<file path="config.mk">
export PLATFORM = sky130hd
export DESIGN_NAME = alu_share_arbiter
export DESIGN_NICKNAME = d
export VERILOG_FILES = /design/src/rtl/alu_share_arbiter.sv
export SDC_FILE = /design/constraint.sdc
export NUM_CORES = 1
export LEC_CHECK = 0
export ABC_AREA = 1
export CAP_MARGIN = 0
export CORE_MARGIN = 1
export CORE_UTILIZATION = 37
export DETAILED_ROUTE_END_ITERATION = 12
export GPL_ROUTABILITY_DRIVEN = 1
export PLACE_DENSITY = 0.77
export SYNTH_ARGS = -nofsm -noshare
export SYNTH_HDL_FRONTEND = slang
export SYNTH_SLANG_ARGS = --single-unit
</file>
<file path="constraint.sdc">
create_clock -name clk -period 2.9 [get_ports clk]
set_clock_uncertainty 0.15 [all_clocks]
set_input_delay 0.58 -clock clk [delete_from_list [all_inputs] [get_ports clk]]
set_output_delay 0.58 -clock clk [all_outputs]
set_load 0.02 [all_outputs]
</file>
<file path="src/rtl/alu_share_arbiter.sv">
// Round-robin arbiter that shares one pipelined arithmetic unit between N_REQ requesters.
// Define ALU_ARB_FIXED_PRIO_EN to switch arbitration to fixed priority (lowest index wins).
module alu_share_arbiter #(
    parameter int N_REQ   = 4,
    parameter int DW      = 16,
    parameter int ALU_LAT = 2
) (
    input  logic                clk,
    input  logic                reset,
    input  logic [N_REQ-1:0]    req_valid,
    output logic [N_REQ-1:0]    req_ready,
    input  logic [N_REQ*DW-1:0] req_a,
    input  logic [N_REQ*DW-1:0] req_b,
    input  logic [N_REQ*2-1:0]  req_op,
    output logic [DW-1:0]       alu_a,
    output logic [DW-1:0]       alu_b,
    output logic [1:0]          alu_op,
    input  logic [DW-1:0]       alu_result,
    output logic                rsp_valid,
    input  logic                rsp_ready,
    output logic [2:0]          rsp_id,
    output logic [DW-1:0]       rsp_data,
    output logic                busy,
    output logic [31:0]         op_count
);

    localparam int IW = (N_REQ > 1) ? $clog2(N_REQ) : 1;
    localparam int CW = (ALU_LAT > 1) ? $clog2(ALU_LAT) : 1;

    localparam logic [1:0] IDLE = 2'd0;
    localparam logic [1:0] WAIT = 2'd1;
    localparam logic [1:0] RESP = 2'd2;

    logic [1:0]    state;
    logic [CW-1:0] cnt;
    logic          grant_any;
    logic [IW-1:0] grant_idx;
    logic [DW-1:0] sel_a;
    logic [DW-1:0] sel_b;
    logic [1:0]    sel_op;

`ifndef ALU_ARB_FIXED_PRIO_EN
    logic [IW-1:0] last_grant;
    logic [IW-1:0] rr_idx;
`endif

    always_comb begin
        // NOTE: every output of this block gets a default first, so no path can infer a latch.
        req_ready = '0;
        grant_any = 1'b0;
        grant_idx = '0;
`ifdef ALU_ARB_FIXED_PRIO_EN
        // Descending scan: the last hit written is the lowest asserted index.
        for (int k = N_REQ - 1; k >= 0; k--) begin
            if (req_valid[IW'(k)]) begin
                grant_any = 1'b1;
                grant_idx = IW'(k);
            end
        end
`else
        rr_idx = '0;
        // Descending distance from last_grant, so the nearest requester after it wins.
        for (int k = N_REQ; k >= 1; k--) begin
            rr_idx = IW'((int'(last_grant) + k >= N_REQ) ? (int'(last_grant) + k - N_REQ)
                                                          : (int'(last_grant) + k));
            if (req_valid[rr_idx]) begin
                grant_any = 1'b1;
                grant_idx = rr_idx;
            end
        end
`endif
        if (state != IDLE) begin
            grant_any = 1'b0;
        end
        if (grant_any) begin
            req_ready[grant_idx] = 1'b1;
        end
    end

    always_comb begin
        sel_a  = '0;
        sel_b  = '0;
        sel_op = '0;
        for (int k = 0; k < N_REQ; k++) begin
            if (grant_idx == IW'(k)) begin
                sel_a  = req_a[k*DW +: DW];
                sel_b  = req_b[k*DW +: DW];
                sel_op = req_op[k*2 +: 2];
            end
        end
    end

    assign busy = (state != IDLE);

    // NOTE: state registers use non-blocking assignments so every flop samples pre-edge values.
    always_ff @(posedge clk or posedge reset) begin
        if (reset) begin
            state      <= IDLE;
            cnt        <= '0;
            alu_a      <= '0;
            alu_b      <= '0;
            alu_op     <= '0;
            rsp_valid  <= 1'b0;
            rsp_id     <= '0;
            rsp_data   <= '0;
            op_count   <= '0;
`ifndef ALU_ARB_FIXED_PRIO_EN
            last_grant <= IW'(N_REQ - 1);
`endif
        end else begin
            case (state)
                IDLE: begin
                    if (grant_any) begin
                        alu_a      <= sel_a;
                        alu_b      <= sel_b;
                        alu_op     <= sel_op;
                        rsp_id     <= 3'(grant_idx);
`ifndef ALU_ARB_FIXED_PRIO_EN
                        last_grant <= grant_idx;
`endif
                        op_count   <= op_count + 32'd1;
                        cnt        <= CW'(ALU_LAT - 1);
                        state      <= WAIT;
                    end
                end
                WAIT: begin
                    // Operands stay on alu_* so the unit sees a stable input for the whole latency.
                    if (cnt == '0) begin
                        rsp_data  <= alu_result;
                        rsp_valid <= 1'b1;
                        state     <= RESP;
                    end else begin
                        cnt <= cnt - CW'(1);
                    end
                end
                RESP: begin
                    if (rsp_ready) begin
                        rsp_valid <= 1'b0;
                        state     <= IDLE;
                    end
                end
                default: state <= IDLE;
            endcase
        end
    end

endmodule

</file>
==> impl_metrics.tcl, run 1 <==
set metrics [dict create \
    outcome "finished clean" \
    rsz0062_at_grt "yes" \
    synthArstFlopShare 1.00 \
    dieHeight_um 120 \
    grt_pass1_wl_mm 26.8 \
    area_delta_synth_final_pct 60.6 \
    endpoint_kind "output port" \
    holdCritPathClass "register to register" \
    seq_area_frac_synth 0.438 \
    cts_tree "built" \
    grt_max_degree 34 \
    die_area_um2 14400 \
    synth_nets 853 \
    pwr-share-comb 0.653 \
    hold_viol_final 0 \
    cts_root_buffer "clkbuf_16" \
    seqPwrFrac 0.225 \
    swShare 0.476 \
    dp.cells 1116 \
    synth_edf_count 0 \
    wirelength_mm 17.1 \
    io_pins 250 \
    slew_headroom 0.520 \
    viasPerCell 4.89 \
    slew_violations 0 \
    synthCells 693 \
    syn_avg_cell_area_um2 7.42 \
    drive_above_1_share 0.0947 \
    start_util 0.384 \
    die_w_um 120 \
    synthTopCellsByArea "dfrtp_1, nand2_1, nand3_1" \
    fmax_ghz 0.353 \
    drt_pass1_iterations 5 \
    post-dp-hpwl_mm 12.9 \
    fillers 1232 \
    drtAntennaViolNets 0 \
    final.min_clock_period_ps 2830 \
    cts_buffers 9 \
    critPathRequiredTime_ps 2170 \
    ys.flop_type "dfrtp_1" \
    vias 5555 \
    vdd_drop_max_uv 528 \
    antenna_found_initial 0 \
    grt_use_total 0.243 \
    p_sw_mw 4.35 \
    path_clk_slew_ps 70 \
    gp_congestion 0.847 \
    cp_max_fo 7 \
    finish.utilization 0.616 \
    core_um2 13400 \
    worstMarginPinSlew_ps 719 \
    cts_max_level 3 \
    clock_latency_ps 350 \
    clock_path_buffers 2 \
    p_int_mw 4.78 \
    arrival_ps 2100 \
    wire_per_inst_um 15.0 \
    crit_path_start_kind "input port" \
    yosysTopAreaCellShare 0.428 \
    ys_seq_elements 90 \
    p_leak_nw 3.92 \
    critPathKind "input port to output port" \
    fin_cells 1137 \
    portBuffers 248 \
    overflow 0 \
    synth_area_um2 5140 \
    setup_viol 0 \
    pwr_density_cell_nw_per_um2 1100 \
    final_nets 1116 \
    fin_crit_sh 0.976 \
    drt_iter0_drc 299 \
    cts.sinks 90 \
    yosysTopAreaCell "dfrtp_1" \
    yosysUniqueCellTypes 29 \
    pwr-share-clk 0.122 \
    drv_cap 0 \
    grt_pass1_vias 5405 \
    p_total_mw 9.13 \
    placementRows 42 \
    antennaDiodeCount 0 \
    drcViolationCount 0 \
    synth_warnings 0 \
    tns_ps 0 \
]
-- power by group through the flow --
| stage | clock [mW] | combinational [mW] | sequential [mW] |
|---|---|---|---|
| 6_report | 1.11 | 5.96 | 2.05 |
| 5_1_grt | 1.18 | 6.62 | 2.10 |
| 4_1_cts | 1.14 | 5.87 | 2.05 |
| 3_5_place_dp | 0 | 5.86 | 2.07 |
| 3_3_place_gp | 0 | 5.79 | 2.06 |
| 2_1_floorplan | 0 | 3.17 | 2.53 |
-- cells in the mapped netlist, drive strengths merged, types with 2 or more instances --
master / n
nor4: 4
nand3: 59
xnor2: 13
nor3b: 2
dfrtp: 88
nor2: 31
buf: 19
nand4: 13
inv: 70
xor2: 18
mux2: 16
clkbuf: 11
nor3: 15
o21ai: 68
nand2: 261
dfstp: 2
-- per-layer routing --
metal | wire length (um) | GRT usage | vias up | part of all wire
li1 | - | - | 2724 | -
met1 | 6760 | 0.272 | 2573 | 0.40
met2 | 8800 | 0.442 | 230 | 0.51
met3 | 1190 | 0.0542 | 28 | 0.070
met4 | 350 | 0.103 | 0 | 0.020
met5 | 0 | 0 | - | 0
-- critical path, stage by stage --
cell	delay (ps)
clkdlybuf4s50_1	510
nand2_1	70
nand2_1	100
nand2_1	90
nand2_1	90
nand2_2	80
nand2_2	90
nand2_4	70
nand2_8	90
nand2_1	60
nor2_1	100
buf_4	160
-- area by class of cell --
cell class                      instances  area, um2  area share
Inverter                               70        267      0.0323
Multi-Input combinational cell        504       2480       0.300
Tap cell                              176        220      0.0267
Clock inverter                          4       30.0     0.00364
Sequential cell                        90       2250       0.273
Timing Repair Buffer                  281       2760       0.334
Clock buffer                           12        246      0.0298
-- logic make-up after synthesis --
kind of cell    after synthesis  share of synthesized area
simple gates                386                      0.319
buf+inv                     100                     0.0842
flops                        90                      0.438
compound gates               68                     0.0669
xor+xnor                     31                     0.0528
mux                          16                     0.0350
fa+ha+maj                     1                    0.00243
other cells                   1                   0.000729
-- timing repair --
item,in CTS,in global routing
endpoints found under the setup margin,4,31
hold buffers,0,0
setup buffers,1,3
cloned,0,1
pin swaps,0,5
resized for setup,18,9
-- final timing paths --
kind                                            from  cells after the start  slack, ps                         to
max                                     req_valid[3]                     12         70               req_ready[1]
min                            rsp_id[1]$_DFFE_PP0P_                      2        330      rsp_id[1]$_DFFE_PP0P_
max reg2reg                last_grant[0]$_DFFE_PP1P_                     13        240       alu_b[2]$_DFFE_PP0P_
min reg2reg                    rsp_id[1]$_DFFE_PP0P_                      2        330      rsp_id[1]$_DFFE_PP0P_
max in group asynchronous                      reset                      3       1450  last_grant[0]$_DFFE_PP1P_
min in group asynchronous                      reset                      2        520   rsp_data[11]$_DFFE_PP0P_
-- registers in the layout (all words and copies together) (netlist names) --
signal	flops
op_count	32
alu_a	16
alu_b	16
rsp_data	16
alu_op	2
last_grant	2
rsp_id	2
state	2
cnt	1
rsp_valid	1
-- cells in the final DEF, fill, tap and decap left out, types with 2 or more instances in the layout --
cell type,synthesis,routed
nand2_1,252,251
clkdlybuf4s50_1,0,243
dfrtp_1,88,88
inv_1,67,65
nand3_1,58,58
o21ai_0,55,55
buf_4,1,34
nor2_1,29,29
xor2_1,18,18
mux2_2,16,16
nor3_1,15,14
xnor2_1,13,13
nand4_1,13,13
o21ai_1,12,11
clkbuf_16,0,9
nand2_2,7,8
inv_2,3,4
nor4_1,4,4
buf_12,0,3
nor3b_1,2,2
o21ai_2,1,2
nor2_2,1,2
clkinvlp_4,0,2
clkinv_4,0,2
clkbuf_1,11,2
dfstp_2,2,2
-- through the flow --
stage / hold slack [ps] / cell area [um2] / worst slack [ps]
finish: 331 / 8260 / 69.7
global placement: 307 / 7940 / -391
CTS: 332 / 8200 / 10.7
floorplan: 300 / 5150 / 355
detailed placement: 314 / 7940 / -449
global route: 348 / 8260 / -45.5
Note: power is estimated with default switching activity, not from simulation.
==> inputs of run 2 (changes only) <==
- CAP_MARGIN: 0 -> 20
==> results of run 2 <==
Final layout, timing and power as in run 1 (identical DEF).
==> inputs of run 3 (changes only) <==
- ABC_CLOCK_PERIOD_IN_PS: unset -> 2900
- PLACE_DENSITY: 0.77 -> 0.81
- RECOVER_POWER: unset -> 100
==> run 3 against run 2 <==
Global-route usage shrank 0.22 points. Largest cell class unchanged. Register-to-register slack got worse by 20 ps. Cell count down 0.88%. Sequential cell count stayed put. Power shrank 0.79%. Critical endpoint unchanged. Non-clock buffer count is 9 lower.
==> impl_metrics.tcl, run 3 (synthesis results as in run 1) <==
set metrics [dict create \
    min-delay-start "rsp_id[0]$_DFFE_PP0P_" \
    hold_viol_final 0 \
    p_leak_nw 4.02 \
    p_total_mw 9.05 \
    area_delta_synth_final_pct 59.6 \
    die_w_um 120 \
    cts_hold_buf 0 \
    holdCritPathClass "register to register" \
    gp_congestion 0.920 \
    clock_latency_ps 340 \
    wirelength_mm 16.8 \
    reg2reg_to "alu_b[9]$_DFFE_PP0P_" \
    dp.cells 1109 \
    critPathRequiredTime_ps 2170 \
    io_pins 250 \
    slew_violations 0 \
    start_util 0.384 \
    slew_headroom 0.178 \
    drive_above_1_share 0.0841 \
    drv_cap 0 \
    portBuffers 248 \
    layout_common_cells "nand2_1, clkdlybuf4s50_1, dfrtp_1" \
    cts_max_level 3 \
    vdd_drop_max_uv 561 \
    path_clk_slew_ps 70 \
    pwr_density_cell_nw_per_um2 1100 \
    hold_path_end "rsp_id[0]$_DFFE_PP0P_" \
    vias 5543 \
    grt_use_total 0.241 \
    worstMarginPinSlew_ps 1230 \
    hold_ws_ps 325 \
    overflow 0 \
    rr_startpoint "last_grant[0]$_DFFE_PP1P_" \
    reg2reg_slack_ps 220 \
    endpoint_kind "output port" \
    fillers 1190 \
    core_um2 13400 \
    cts_root_buffer "clkbuf_16" \
    wire_per_inst_um 14.9 \
    antenna_found_initial 0 \
    grt_pass1_wl_mm 26.8 \
    clock_path_buffers 2 \
    cts_tree "built" \
    holdPathStages 2 \
    drt_pass1_iterations 5 \
    fin_cells 1127 \
    largest_reg_flops 32 \
    final.min_clock_period_ps 2770 \
    arrival_ps 2040 \
    drcViolationCount 0 \
    post-dp-hpwl_mm 12.6 \
    rsz0062_at_grt "no" \
    final_nets 1106 \
    fmax_ghz 0.361 \
    antennaDiodeCount 0 \
    r2r_cells 15 \
    die_area_um2 14400 \
    drtAntennaViolNets 0 \
    grt_pass1_vias 5358 \
    cp_max_fo 5 \
    final_common_cell "nand2_1" \
    finish.utilization 0.612 \
    drt_iter0_drc 381 \
    viasPerCell 4.92 \
    placementRows 42 \
    setup_viol 0 \
    outcome "finished clean" \
    dieHeight_um 120 \
    fin_crit_sh 0.955 \
    grt_max_degree 91 \
    largest-register "op_count" \
    critPathKind "input port to output port" \
    cts.sinks 90 \
    crit_path_start_kind "input port" \
    cts_buffers 9 \
]
-- run 3: cell count changes in the layout (fill, tap and decap cells not counted), sizes merged --
cell and change:
inv +4, clkinv -2, clkinvlp -1, buf -16, bufinv +2, dlygate4sd3 +87
nor2 -1, clkbuf +4, clkdlybuf4s50 -87
-- run 3: cell type report --
type | count | area, um2 | area share
multi-input cells | 503 | 2460 | 0.300
inverters | 70 | 267 | 0.0325
clock inverters | 7 | 106 | 0.0130
clock buffers | 9 | 225 | 0.0274
repair buffers | 272 | 2670 | 0.326
well taps | 176 | 220 | 0.0268
flip-flops and latches | 90 | 2250 | 0.275
-- run 3: critical path: stages --
cell             delay, ps
clkdlybuf4s50_1        490
nand2_1                 60
nand2_1                100
nand2_1                 90
nand2_1                 80
nand2_2                 90
nand2_4                 80
nand2_4                 50
nand2_4                 90
nand2_1                 70
nor2_1                  80
buf_2                  170
-- run 3: how the worst max path moves through the flow --
stage                              startpoint  cells past startpoint  slack [ps]      endpoint
floorplan           last_grant[0]$_DFFE_PP1P_                     10         350  req_ready[2]
global placement                 req_valid[1]                     12        -360  req_ready[3]
CTS                              req_valid[1]                     10          10  req_ready[0]
finish                           req_valid[3]                     12         130  req_ready[1]
detailed placement               req_valid[1]                     12        -380  req_ready[1]
global route                     req_valid[0]                     10           4  req_ready[1]
-- run 3: metrics by stage --
stage	setup slack [ps]	TNS, ps	area (um2)
2_1_floorplan	355	0	5150
3_3_place_gp	-364	-3880	7900
3_5_place_dp	-383	-5400	7900
4_1_cts	9.89	0	8230
5_1_grt	3.67	0	8210
6_report	130	0	8210
-- run 3: routing by layer --
| layer | vias up | global-route usage | routed length (um) | part of all wire |
|---|---|---|---|---|
| li1 | 2709 | - | - | - |
| met1 | 2564 | 0.274 | 6640 | 0.39 |
| met2 | 242 | 0.443 | 8650 | 0.51 |
| met3 | 28 | 0.0509 | 1110 | 0.066 |
| met4 | 0 | 0.0852 | 432 | 0.026 |
| met5 | - | 0 | 0 | 0 |
-- run 3: timing repair --
action / in CTS / in global routing
pin swaps: 0 / 1
endpoints found under the setup margin: 4 / 7
gates resized for setup: 16 / 5
setup buffers: 2 / 0
-- run 3: where the power goes --
group	internal (mW)	switching [mW]	total [mW]
Combinational	2.19	3.54	5.73
Sequential	1.75	0.274	2.02
Clock	0.772	0.531	1.30
Total	4.71	4.34	9.05
